[src/rtl/osc_trigger_capture_if.sv]
// rtl/osc_trigger_capture_if.sv - ADC sample stream and FIFO write port bundle
//
// Purpose: groups the incoming ADC sample stream and the outgoing FIFO write
// port of the trigger/capture stage.
// Signals:
//   adc_data   ADC sample, unsigned
//   adc_valid  adc_data valid this cycle
//   fifo_full  FIFO is full
//   fifo_in    sample written to the FIFO
//   fifo_push  FIFO push strobe
// Modports:
//   master  the capture stage (consumes samples, drives the FIFO write port)
//   slave   the surroundings (ADC source plus FIFO)
interface osc_trigger_capture_if #(
    parameter int WIDTH = 8
);
    logic [WIDTH-1:0] adc_data;
    logic             adc_valid;
    logic             fifo_full;
    logic [WIDTH-1:0] fifo_in;
    logic             fifo_push;

    modport master (
        input  adc_data,
        input  adc_valid,
        input  fifo_full,
        output fifo_in,
        output fifo_push
    );

    modport slave (
        output adc_data,
        output adc_valid,
        output fifo_full,
        input  fifo_in,
        input  fifo_push
    );
endinterface

[src/rtl/osc_trigger_capture.sv]
// rtl/osc_trigger_capture.sv - oscilloscope trigger detector and record capture into the sample FIFO
//
// Purpose: watches the ADC sample stream, detects a level/slope trigger (or an
// auto-mode timeout), then pushes exactly RECORD_LEN consecutive samples into the
// FIFO. One capture per arm.
// Ports:
//   clk         system clock, rising edge
//   rst_n       asynchronous active-low reset
//   bus         master side of osc_trigger_capture_if (ADC stream in, FIFO write out)
//   arm         start a capture (pulse)
//   abort       cancel and return to idle (pulse), wins over arm
//   trig_level  trigger threshold, unsigned
//   trig_slope  0 = rising, 1 = falling
//   trig_auto   1 = timeout forces a trigger
//   busy        armed or capturing
//   triggered   one-cycle pulse, coincident with the push of the trigger sample
//   forced      sticky: last trigger came from the auto timeout
//   done        record complete
//   overflow    sticky: at least one record sample dropped because the FIFO was full
module osc_trigger_capture #(
    parameter int WIDTH      = 8,
    parameter int BASE       = 9,
    parameter int RECORD_LEN = 2**BASE,
    parameter int AUTO_TMO   = 4096
) (
    input  logic                 clk,
    input  logic                 rst_n,
    osc_trigger_capture_if.master bus,
    input  logic                 arm,
    input  logic                 abort,
    input  logic [WIDTH-1:0]     trig_level,
    input  logic                 trig_slope,
    input  logic                 trig_auto,
    output logic                 busy,
    output logic                 triggered,
    output logic                 forced,
    output logic                 done,
    output logic                 overflow
);

    localparam int TMO_W = $clog2(AUTO_TMO + 1);
    localparam logic [TMO_W-1:0] TMO_MAX  = TMO_W'(AUTO_TMO);
    localparam logic [BASE:0]    REC_LAST = (BASE + 1)'(RECORD_LEN);

    typedef enum logic [1:0] {
        S_IDLE    = 2'd0,
        S_ARMED   = 2'd1,
        S_CAPTURE = 2'd2,
        S_DONE    = 2'd3
    } state_t;

    state_t           state_q, state_d;
    logic [WIDTH-1:0] prev_q, prev_d;
    logic             prev_valid_q, prev_valid_d;
    logic [TMO_W-1:0] tmo_cnt_q, tmo_cnt_d;
    logic [BASE:0]    smp_cnt_q, smp_cnt_d;
    logic [WIDTH-1:0] fifo_in_q, fifo_in_d;
    logic             fifo_push_q, fifo_push_d;
    logic             busy_q, busy_d;
    logic             triggered_q, triggered_d;
    logic             forced_q, forced_d;
    logic             done_q, done_d;
    logic             overflow_q, overflow_d;

    logic [TMO_W-1:0] tmo_next;
    logic [BASE:0]    smp_next;
    logic             rise_hit;
    logic             fall_hit;
    logic             slope_hit;
    logic             tmo_hit;
    logic             take;

    // The timeout counter saturates so that enabling auto mode late (after
    // the threshold was already passed) still forces a trigger on the next sample.
    assign tmo_next = (tmo_cnt_q == TMO_MAX) ? tmo_cnt_q : tmo_cnt_q + TMO_W'(1);
    assign smp_next = smp_cnt_q + (BASE + 1)'(1);

    assign rise_hit  = (prev_q < trig_level) && (bus.adc_data >= trig_level);
    assign fall_hit  = (prev_q > trig_level) && (bus.adc_data <= trig_level);
    // Neither source may fire on the first sample after arming: it only seeds prev.
    assign slope_hit = prev_valid_q && (trig_slope ? fall_hit : rise_hit);
    assign tmo_hit   = prev_valid_q && trig_auto && (tmo_next == TMO_MAX);

    always_comb begin
        state_d      = state_q;
        prev_d       = prev_q;
        prev_valid_d = prev_valid_q;
        tmo_cnt_d    = tmo_cnt_q;
        smp_cnt_d    = smp_cnt_q;
        fifo_in_d    = fifo_in_q;
        fifo_push_d  = 1'b0;
        triggered_d  = 1'b0;
        forced_d     = forced_q;
        overflow_d   = overflow_q;
        take         = 1'b0;

        if (abort) begin
            state_d = S_IDLE;
        end else begin
            case (state_q)
                S_IDLE, S_DONE: begin
                    // A sample coinciding with arm is deliberately not looked at.
                    if (arm) begin
                        state_d      = S_ARMED;
                        forced_d     = 1'b0;
                        overflow_d   = 1'b0;
                        tmo_cnt_d    = '0;
                        smp_cnt_d    = '0;
                        prev_valid_d = 1'b0;
                    end
                end
                S_ARMED: begin
                    if (bus.adc_valid) begin
                        tmo_cnt_d    = tmo_next;
                        prev_d       = bus.adc_data;
                        prev_valid_d = 1'b1;
                        if (slope_hit || tmo_hit) begin
                            state_d     = S_CAPTURE;
                            triggered_d = 1'b1;
                            // A genuine slope match on the timeout sample is not "forced".
                            forced_d    = !slope_hit;
                            take        = 1'b1;
                        end
                    end
                end
                S_CAPTURE: begin
                    if (bus.adc_valid) begin
                        take = 1'b1;
                    end
                end
                default: begin
                    state_d = S_IDLE;
                end
            endcase

            // Every record sample advances the count, pushed or dropped, so the
            // record always spans a fixed number of ADC samples.
            if (take) begin
                smp_cnt_d = smp_next;
                if (bus.fifo_full) begin
                    overflow_d = 1'b1;
                end else begin
                    fifo_push_d = 1'b1;
                    fifo_in_d   = bus.adc_data;
                end
                if (smp_next == REC_LAST) begin
                    state_d = S_DONE;
                end
            end
        end

        busy_d = (state_d == S_ARMED) || (state_d == S_CAPTURE);
        done_d = (state_d == S_DONE);
    end

    always_ff @(posedge clk or negedge rst_n) begin
        if (!rst_n) begin
            state_q      <= S_IDLE;
            prev_q       <= '0;
            prev_valid_q <= 1'b0;
            tmo_cnt_q    <= '0;
            smp_cnt_q    <= '0;
            fifo_in_q    <= '0;
            fifo_push_q  <= 1'b0;
            busy_q       <= 1'b0;
            triggered_q  <= 1'b0;
            forced_q     <= 1'b0;
            done_q       <= 1'b0;
            overflow_q   <= 1'b0;
        end else begin
            state_q      <= state_d;
            prev_q       <= prev_d;
            prev_valid_q <= prev_valid_d;
            tmo_cnt_q    <= tmo_cnt_d;
            smp_cnt_q    <= smp_cnt_d;
            fifo_in_q    <= fifo_in_d;
            fifo_push_q  <= fifo_push_d;
            busy_q       <= busy_d;
            triggered_q  <= triggered_d;
            forced_q     <= forced_d;
            done_q       <= done_d;
            overflow_q   <= overflow_d;
        end
    end

    assign bus.fifo_in   = fifo_in_q;
    assign bus.fifo_push = fifo_push_q;
    assign busy          = busy_q;
    assign triggered     = triggered_q;
    assign forced        = forced_q;
    assign done          = done_q;
    assign overflow      = overflow_q;

endmodule

[src/flat_wrapper.sv]
// flat-port wrapper written by rule: the top's interface ports become plain ports
module osc_trigger_capture_flat 
#(
    parameter int WIDTH      = 8,
    parameter int BASE       = 9,
    parameter int RECORD_LEN = 2**BASE,
    parameter int AUTO_TMO   = 4096
)
  (clk, rst_n, arm, abort, trig_level, trig_slope, trig_auto, busy, triggered, forced, done, overflow, bus_adc_data, bus_adc_valid, bus_fifo_full, bus_fifo_in, bus_fifo_push);
  osc_trigger_capture_if #(.WIDTH(WIDTH)) bus_i ();
  input  logic clk;
  input  logic rst_n;
  input  logic arm;
  input  logic abort;
  input  logic [WIDTH-1:0] trig_level;
  input  logic trig_slope;
  input  logic trig_auto;
  output logic busy;
  output logic triggered;
  output logic forced;
  output logic done;
  output logic overflow;
  input wire logic [$bits(bus_i.adc_data)-1:0] bus_adc_data;
  input wire logic [$bits(bus_i.adc_valid)-1:0] bus_adc_valid;
  input wire logic [$bits(bus_i.fifo_full)-1:0] bus_fifo_full;
  output wire logic [$bits(bus_i.fifo_in)-1:0] bus_fifo_in;
  output wire logic [$bits(bus_i.fifo_push)-1:0] bus_fifo_push;
  assign bus_i.adc_data = bus_adc_data;
  assign bus_i.adc_valid = bus_adc_valid;
  assign bus_i.fifo_full = bus_fifo_full;
  assign bus_fifo_in = bus_i.fifo_in;
  assign bus_fifo_push = bus_i.fifo_push;
  osc_trigger_capture #(.WIDTH(WIDTH), .BASE(BASE), .RECORD_LEN(RECORD_LEN), .AUTO_TMO(AUTO_TMO)) u_core (.clk(clk), .rst_n(rst_n), .bus(bus_i), .arm(arm), .abort(abort), .trig_level(trig_level), .trig_slope(trig_slope), .trig_auto(trig_auto), .busy(busy), .triggered(triggered), .forced(forced), .done(done), .overflow(overflow));
endmodule
[config.mk]
export PLATFORM = sky130hd
export DESIGN_NAME = osc_trigger_capture_flat
export DESIGN_NICKNAME = d
export VERILOG_FILES = /design/src/rtl/osc_trigger_capture_if.sv /design/src/rtl/osc_trigger_capture.sv /design/src/flat_wrapper.sv
export SDC_FILE = /design/constraint.sdc
export NUM_CORES = 1
export LEC_CHECK = 0
export BUFFER_PORTS_ARGS = -buffer_cell sky130_fd_sc_hd__buf_4
export CORE_MARGIN = 1
export CORE_UTILIZATION = 58
export CTS_CLUSTER_DIAMETER = 150
export DETAILED_ROUTE_END_ITERATION = 8
export GPL_ROUTABILITY_DRIVEN = 0
export PLACE_DENSITY = 0.8
export SLEW_MARGIN = 0
export SYNTH_ARGS = -nofsm -noshare
export SYNTH_HDL_FRONTEND = slang
export SYNTH_SLANG_ARGS = --single-unit
[constraint.sdc]
create_clock -name clk -period 3.55 [get_ports clk]
set_input_delay 0.355 -clock clk [delete_from_list [all_inputs] [get_ports clk]]
set_output_delay 0.355 -clock clk [all_outputs]
set_load 0.005 [all_outputs]
==> results of run 1 <==
==> worst reg2reg max path: cells and delay by family (launching register included) <==
kind / cells / cell delay, ps
compound gates: 2 / 480
mux: 1 / 340
simple gates: 5 / 1030
fa+ha+maj: 2 / 470
buf+inv: 1 / 90
flops: 1 / 470
==> kinds of logic after synthesis <==
| kind of cell | count (synthesis) | share of synthesized area |
|---|---|---|
| compound gates | 80 | 0.179 |
| buf+inv | 31 | 0.0427 |
| mux | 20 | 0.0731 |
| simple gates | 113 | 0.199 |
| xor+xnor | 8 | 0.0228 |
| fa+ha+maj | 23 | 0.0935 |
| flops | 48 | 0.390 |
==> metrics by stage <==
stage / instances / instance area, um2 / hold WS (ps) / setup WS, ps
after global routing: 432 / 3500 / 99.6 / 326
after floorplan: 323 / 3080 / 59.4 / 752
after global placement: 425 / 3430 / 400 / 596
after CTS: 432 / 3500 / 77.8 / 524
after detailed placement: 425 / 3430 / 408 / 548
final: 432 / 3500 / 40.8 / 555
==> registers in the layout, summed over array words and instances, names as in the netlist, 2 cells and up <==
| register | count |
|---|---|
| u_core.state_q | 2 |
| u_core.prev_q | 8 |
| u_core.smp_cnt_q | 10 |
| u_core.bus.fifo_in | 8 |
| u_core.tmo_cnt_q | 13 |
==> power breakdown <==
group | leakage, uW | internal, uW | total (uW) | switching [uW]
Clock | 0.0000410 | 134 | 305 | 171
Combinational | 0.000945 | 130 | 278 | 148
Sequential | 0.000650 | 591 | 632 | 41.6
==> cells in the mapped netlist (2+ instances only) <==
| master | instances |
|---|---|
| sky130_fd_sc_hd__o211ai_1 | 3 |
| sky130_fd_sc_hd__dfrtp_1 | 48 |
| sky130_fd_sc_hd__nor4_1 | 2 |
| sky130_fd_sc_hd__mux2_2 | 8 |
| sky130_fd_sc_hd__o21ai_0 | 20 |
| sky130_fd_sc_hd__nand3_1 | 17 |
| sky130_fd_sc_hd__a221o_1 | 5 |
| sky130_fd_sc_hd__xor2_1 | 3 |
| sky130_fd_sc_hd__nand2b_1 | 4 |
| sky130_fd_sc_hd__nand4_1 | 7 |
| sky130_fd_sc_hd__mux2_1 | 8 |
| sky130_fd_sc_hd__o31ai_1 | 6 |
| sky130_fd_sc_hd__inv_1 | 21 |
| sky130_fd_sc_hd__nor2b_1 | 3 |
| sky130_fd_sc_hd__a31oi_1 | 3 |
| sky130_fd_sc_hd__nor3_1 | 8 |
| sky130_fd_sc_hd__clkbuf_1 | 4 |
| sky130_fd_sc_hd__and3_1 | 2 |
| sky130_fd_sc_hd__a21boi_0 | 2 |
| sky130_fd_sc_hd__nor3_2 | 2 |
| sky130_fd_sc_hd__ha_1 | 23 |
| sky130_fd_sc_hd__a22o_1 | 2 |
| sky130_fd_sc_hd__a21oi_1 | 18 |
| sky130_fd_sc_hd__mux2i_1 | 3 |
| sky130_fd_sc_hd__nand2_1 | 32 |
| sky130_fd_sc_hd__and4_1 | 4 |
| sky130_fd_sc_hd__or2_2 | 3 |
| sky130_fd_sc_hd__a21o_1 | 3 |
| sky130_fd_sc_hd__xnor2_1 | 5 |
| sky130_fd_sc_hd__buf_2 | 3 |
| sky130_fd_sc_hd__nor2_1 | 18 |
| sky130_fd_sc_hd__and2_1 | 2 |
| sky130_fd_sc_hd__o21ai_1 | 3 |
==> cell type report <==
| type | instances | area share |
|---|---|---|
| Timing Repair Buffer | 41 | 0.0879 |
| Multi-Input combinational cell | 244 | 0.499 |
| Inverter | 22 | 0.0236 |
| Clock buffer | 6 | 0.0207 |
| Tap cell | 70 | 0.0250 |
| Sequential cell | 48 | 0.343 |
| Clock inverter | 1 | 0.00143 |
==> worst paths after layout <==
path / start / end / cells after the start
max: u_core.tmo_cnt_q[0] / u_core.busy / 11
min: rst_n / u_core.tmo_cnt_q[6] / 1
max reg2reg: u_core.tmo_cnt_q[0] / u_core.busy / 11
min reg2reg: u_core.bus.fifo_in[3] / u_core.bus.fifo_in[3] / 1
max in group asynchronous: rst_n / u_core.smp_cnt_q[4] / 1
min in group clk: bus_adc_data[0] / u_core.bus.fifo_in[0] / 2
==> routing by layer <==
layer / GRT usage / vias up
li1: - / 1266
met1: 0.346 / 1219
met2: 0.412 / 90
met3: 0.0522 / 15
met4: 0.0776 / 0
met5: 0 / -
==> tab_implementation.tex, run 1 <==
\begin{tabular}{lr}
\hline
Metric & Value \\
\hline
\multicolumn{2}{l}{\textbf{Status}} \\
\quad Result of the run & complete, no violations \\
\multicolumn{2}{l}{\textbf{Logic synthesis}} \\
\quad Mapped cell area & 0.00308 mm2 \\
\quad Average cell area after synthesis & 9.53 um2 \\
\quad Synth warnings & 0 \\
\quad Area share of the largest cell type after synthesis & 0.390 \\
\quad Synth cell types & 61 \\
\quad Cell types with the largest area share after synthesis & sky130\_fd\_sc\_hd\_\_dfrtp\_1 (39\%), sky130\_fd\_sc\_hd\_\_ha\_1 (9.3\%), sky130\_fd\_sc\_hd\_\_nand2\_1 (3.9\%) \\
\quad Number of synthesized register bits & 48 \\
\quad Async SR Flop Fraction & 1.00 \\
\quad Most instantiated flip-flop cell in the synthesis netlist & sky130\_fd\_sc\_hd\_\_dfrtp\_1 \\
\quad Fraction of the yosys area taken by sequential cells & 0.390 \\
\quad Nets in the synthesized netlist & 370 \\
\quad Gate Count Post-Synth & 323 \\
\quad Cell type contributing the most total cell area after synthesis & sky130\_fd\_sc\_hd\_\_dfrtp\_1 \\
\quad Post-synth EDFFs & 0 \\
\multicolumn{2}{l}{\textbf{Detailed routing}} \\
\quad Via Count & 2590 \\
\quad Antenna viol nets, final & 0 \\
\quad Met2 wire len & 3080 um \\
\quad Met3 routed wirelength & 321 um \\
\quad First DRT Iteration DRCs & 229 \\
\quad Wirelength per Cell & 15.2 um \\
\quad Avg Vias per Cell & 6.00 \\
\quad Met1 routed wirelength after detailed routing & 3070 um \\
\quad Routed WL & 6590 um \\
\quad DRC violation count after routing & 0 \\
\quad Uppermost signal routing layer after detailed routing & met4 \\
\quad TritonRoute pass-1 iters & 5 \\
\multicolumn{2}{l}{\textbf{Finish}} \\
\quad Total area of sequential cells & 0.00120 mm2 \\
\quad Commonest non-fill, non-tap cell in the layout & sky130\_fd\_sc\_hd\_\_dfrtp\_1 \\
\quad Fraction of layout instances using a drive strength above 1 & 0.196 \\
\quad Footprint of the multi-input gates & 0.00175 mm2 \\
\quad Most frequent cells in the layout & sky130\_fd\_sc\_hd\_\_dfrtp\_1 (48), sky130\_fd\_sc\_hd\_\_buf\_4 (41), sky130\_fd\_sc\_hd\_\_nand2\_1 (32) \\
\quad N\_diodes & 0 \\
\quad Final layout net count & 409 \\
\quad Utilization after layout & 0.686 \\
\quad Area Growth Syn to Fin & 13.8\% \\
\quad Fill cell count & 414 \\
\multicolumn{2}{l}{\textbf{Floorplanning}} \\
\quad Top Ports & 38 \\
\quad CORE AREA & 0.00511 mm2 \\
\quad Y dimension of the die & 74.9 um \\
\quad Initial core utilization & 0.603 \\
\quad Standard-cell row count & 26 \\
\quad Die extent in x & 74.9 um \\
\quad Area enclosed by the die boundary & 0.00560 mm2 \\
\multicolumn{2}{l}{\textbf{Worst setup path}} \\
\quad Maximum fanout along the worst path & 9 \\
\quad Critical path cell sequence & inv\_1 > ha\_1 > nor4b\_4 > nand4\_2 > mux2\_4 > nor4b\_2 > and3\_1 > nor2\_1 > o311ai\_0 > a21oi\_1 > ha\_1 \\
\quad Gate family responsible for the most delay along the worst path & simple AND/OR/NAND/NOR gates \\
\quad Endpoint kind of the worst setup timing path & flop \\
\quad Slowest cell on crit path & sky130\_fd\_sc\_hd\_\_dfrtp\_1 \\
\quad Register-to-register path setup slack & 550 ps \\
\quad Biggest cell delay along the critical path & 470 ps \\
\quad Crit path kind & flop to flop \\
\quad CP arrival & 3180 ps \\
\quad Count of buffer and inverter cells on the critical path & 1 \\
\quad CP required & 3740 ps \\
\quad Type of element launching the critical path & flop \\
\quad Most numerous cell on the critical path & sky130\_fd\_sc\_hd\_\_ha\_1 \\
\multicolumn{2}{l}{\textbf{Power}} \\
\quad Max rail drop VDD & 0.000188 V \\
\quad Reported leakage power & 0.00164 uW \\
\quad Power density relative to cell area & 347 mW/mm2 \\
\quad PnR Total Power & 1220 uW \\
\multicolumn{2}{l}{\textbf{Global route}} \\
\quad First-pass GRT wire length & 10800 um \\
\quad Initial antenna violation count & 0 \\
\quad Global route overflow & 0 \\
\quad GR Util All Layers & 0.255 \\
\quad Number of global-route vias before repair & 2318 \\
\quad Maximum number of pins on one net before global-route repair & 49 \\
\multicolumn{2}{l}{\textbf{Place}} \\
\quad Placed wire-length estimate after detailed placement & 4880 um \\
\quad Port Buf Inserts & 37 \\
\multicolumn{2}{l}{\textbf{Clocking}} \\
\quad Clock Tree Root & sky130\_fd\_sc\_hd\_\_clkbuf\_8 \\
\quad H-tree depth reported by CTS & 2 \\
\quad Post-CTS setup buffer count & 0 \\
\quad Number of buffers inserted by hold repair at cts & 0 \\
\quad CTS tree & yes \\
\quad Insertion delay to the later sink of the worst-skew pair & 300 ps \\
\quad Clock buffers created by TritonCTS & 5 \\
\quad Clock sinks & 48 \\
\quad Number of gates given a new drive strength after cts & 0 \\
\quad Clock slew at reported path FFs & 80 ps \\
\quad Maximum clock insertion buffer count & 2 \\
\multicolumn{2}{l}{\textbf{Timing}} \\
\quad Number of endpoints failing setup at the final stage & 0 \\
\quad Final critical-path required period & 3000 ps \\
\quad Maximum operating frequency & 334 MHz \\
\quad Setup tns final & 0 ps \\
\quad Actual transition at the worst max-transition pin & 667 ps \\
\quad Worst slew margin & 0.555 \\
\quad Fraction of the cycle the final worst path needs & 0.844 \\
\quad Number of slew-limit violations in the final report & 0 \\
\quad Final Hold Fails & 0 \\
\quad Setup skew after layout & 7.19 ps \\
\quad Unrepaired setup endpoints after global routing & no \\
\multicolumn{2}{l}{\textbf{Job}} \\
\quad Max-cap check violation count & 0 \\
\multicolumn{2}{l}{\textbf{Min path}} \\
\quad Class of the most critical hold timing path & input port to async pin \\
\hline
\end{tabular}
(Power assumes the default switching activity.)
==> inputs of run 2 (changes only) <==
==> constraint.sdc (replaced) <==
create_clock -name clk -period 2.8 [get_ports clk]
set_input_delay 0.28 -clock clk [delete_from_list [all_inputs] [get_ports clk]]
set_output_delay 0.28 -clock clk [all_outputs]
set_load 0.005 [all_outputs]
==> tab_implementation.tex, run 2 (synthesis results as in run 1) <==
\begin{tabular}{lr}
\hline
Metric & Value \\
\hline
\multicolumn{2}{l}{\textbf{Timing}} \\
\quad Final critical-path required period & 2770 ps \\
\quad Actual transition at the worst max-transition pin & 594 ps \\
\quad Setup tns final & 0 ps \\
\quad Number of endpoints failing setup at the final stage & 0 \\
\quad Fraction of the cycle the final worst path needs & 0.988 \\
\quad Worst-case setup margin in the final layout & 34.6 ps \\
\quad Setup skew after layout & 7.09 ps \\
\quad Worst slew margin & 0.604 \\
\quad Number of slew-limit violations in the final report & 0 \\
\quad Maximum operating frequency & 362 MHz \\
\quad Tightest hold margin & -16.6 ps \\
\quad Final Hold Fails & 26 \\
\multicolumn{2}{l}{\textbf{Finish}} \\
\quad Final design instance area without fill & 0.00366 mm2 \\
\quad Fraction of layout instances using a drive strength above 1 & 0.235 \\
\quad N\_diodes & 0 \\
\quad Register containing the most flip-flops in the final layout & u\_core.tmo\_cnt\_q \\
\quad Most frequent cells in the layout & sky130\_fd\_sc\_hd\_\_buf\_4 (55), sky130\_fd\_sc\_hd\_\_dfrtp\_1 (47), sky130\_fd\_sc\_hd\_\_nand2\_1 (32) \\
\quad Flip-flop count of the largest register after layout & 13 \\
\quad Final layout net count & 424 \\
\quad Area Growth Syn to Fin & 18.8\% \\
\quad Commonest non-fill, non-tap cell in the layout & sky130\_fd\_sc\_hd\_\_buf\_4 \\
\quad Fill cell count & 391 \\
\quad Largest registers & u\_core.tmo\_cnt\_q: 13 flops, u\_core.smp\_cnt\_q: 10 flops \\
\quad Post-route insts no fill & 448 \\
\multicolumn{2}{l}{\textbf{Power}} \\
\quad Switching fraction of total power & 0.294 \\
\quad Sequential share of power & 0.493 \\
\quad Gate power share & 0.246 \\
\quad Power density relative to cell area & 442 mW/mm2 \\
\quad Net switching power & 475 uW \\
\quad Reported leakage power & 0.00174 uW \\
\quad Max rail drop VDD & 0.000273 V \\
\quad Internal portion of total power & 1140 uW \\
\quad Clock Power Share & 0.261 \\
\multicolumn{2}{l}{\textbf{Status}} \\
\quad Result of the run & finished with violations \\
\quad Violations in the final reports & hold timing \\
\multicolumn{2}{l}{\textbf{Place}} \\
\quad Cell area after placement & 0.00353 mm2 \\
\quad Setup Slack @ Placement & -25.2 ps \\
\quad Port Buf Inserts & 37 \\
\quad Placed cells & 439 \\
\quad Placed wire-length estimate after detailed placement & 5100 um \\
\multicolumn{2}{l}{\textbf{Worst setup path}} \\
\quad Slowest cell on crit path & sky130\_fd\_sc\_hd\_\_dfrtp\_1 \\
\quad CP arrival & 2950 ps \\
\quad Maximum fanout along the worst path & 3 \\
\quad Crit path kind & flop to flop \\
\quad CP required & 2990 ps \\
\quad Biggest cell delay along the critical path & 390 ps \\
\quad Endpoint kind of the worst setup timing path & flop \\
\quad Type of element launching the critical path & flop \\
\quad Critical path cell sequence & ha\_1 > nor2b\_1 > o211ai\_1 > a21o\_1 > a221o\_1 > o21ai\_0 > nor2\_1 > o311ai\_1 > a21oi\_1 > ha\_1 \\
\quad Most numerous cell on the critical path & sky130\_fd\_sc\_hd\_\_ha\_1 \\
\multicolumn{2}{l}{\textbf{Clocking}} \\
\quad Clock buffers created by TritonCTS & 5 \\
\quad H-tree depth reported by CTS & 2 \\
\quad Insertion delay to the later sink of the worst-skew pair & 300 ps \\
\quad CTS tree & yes \\
\quad Clock Tree Root & sky130\_fd\_sc\_hd\_\_clkbuf\_8 \\
\quad Clock slew at reported path FFs & 90 ps \\
\quad Clock sinks & 48 \\
\quad Maximum clock insertion buffer count & 2 \\
\multicolumn{2}{l}{\textbf{Detailed routing}} \\
\quad TritonRoute pass-1 iters & 4 \\
\quad Avg Vias per Cell & 5.87 \\
\quad DRC violation count after routing & 0 \\
\quad Via Count & 2630 \\
\quad Antenna viol nets, final & 0 \\
\quad Wirelength per Cell & 15.2 um \\
\quad First DRT Iteration DRCs & 217 \\
\quad Routed WL & 6790 um \\
\multicolumn{2}{l}{\textbf{Min path}} \\
\quad Class of the most critical hold timing path & input port to async pin \\
\multicolumn{2}{l}{\textbf{Floorplanning}} \\
\quad Y dimension of the die & 74.9 um \\
\quad CORE AREA & 0.00511 mm2 \\
\quad Top Ports & 38 \\
\quad Area enclosed by the die boundary & 0.00560 mm2 \\
\quad Standard-cell row count & 26 \\
\quad Initial core utilization & 0.603 \\
\quad Die extent in x & 74.9 um \\
\multicolumn{2}{l}{\textbf{Global route}} \\
\quad GR Util All Layers & 0.264 \\
\quad First-pass GRT wire length & 11300 um \\
\quad Global route overflow & 0 \\
\quad Maximum number of pins on one net before global-route repair & 49 \\
\quad Number of global-route vias before repair & 2545 \\
\quad Initial antenna violation count & 0 \\
\multicolumn{2}{l}{\textbf{Job}} \\
\quad Max-cap check violation count & 0 \\
\hline
\end{tabular}
run 2: cell types whose count changed in the layout (fill, tap and decap cells not counted), sizes merged:
cell	previous run	this run
buf	41	56
clkbuf	6	8
clkinv	1	0
run 2: through the flow:
step,hold slack [ps],power [uW],utilization
after detailed placement,336,1190,0.691
final,-16.6,1620,0.716
after floorplan,-15.6,1050,-
after global placement,330,1170,0.691
after CTS,3.40,1630,0.711
after global routing,32.1,1720,0.716
run 2: power groups by stage:
stage / Combinational (uW) / Sequential, uW / Clock, uW
after floorplan: 258 / 790 / 0
after global placement: 367 / 804 / 0
after detailed placement: 383 / 808 / 0
after CTS: 390 / 795 / 445
after global routing: 449 / 803 / 471
final: 397 / 796 / 422
run 2: cell type report:
| class | count | area (um2) | share of cell area |
|---|---|---|---|
| clock buffer | 8 | 90.1 | 0.0246 |
| tap | 70 | 87.6 | 0.0239 |
| sequential | 48 | 1200 | 0.329 |
| timing repair buffer | 56 | 424 | 0.116 |
| multi-input combinational | 244 | 1770 | 0.484 |
| inverter | 22 | 82.6 | 0.0226 |
run 2: worst paths after layout:
kind	depth (start not counted)	startpoint	to	slack, ps
max	10	u_core.prev_q[1]	u_core.busy	30
min	1	rst_n	u_core.tmo_cnt_q[6]	-20
max reg2reg	10	u_core.prev_q[1]	u_core.busy	30
min reg2reg	1	u_core.bus.fifo_in[4]	u_core.bus.fifo_in[4]	490
max in group asynchronous	1	rst_n	u_core.tmo_cnt_q[1]	2380
min in group clk	2	bus_adc_data[0]	u_core.bus.fifo_in[0]	210
run 2: worst max-delay path, delay by kind of cell (launching register included):
family | cells | cell delay, ps
fa+ha+maj | 2 | 590
compound gates | 6 | 1340
simple gates | 2 | 340
flops | 1 | 390
run 2: metal layers:
metal  track usage  part of all wire  up-vias
met5             0                 0        -
met4        0.0818             0.015        0
met3        0.0469             0.044       13
met2         0.442              0.48       66
met1         0.350              0.47     1260
li1              -                 -     1291
run 2: timing repair:
item,4_1_cts,5_1_grt
setup endpoints to repair,1,9
gates resized for setup,2,6
buffers inserted,0,1
pin swaps,0,2
hold buffers,0,0
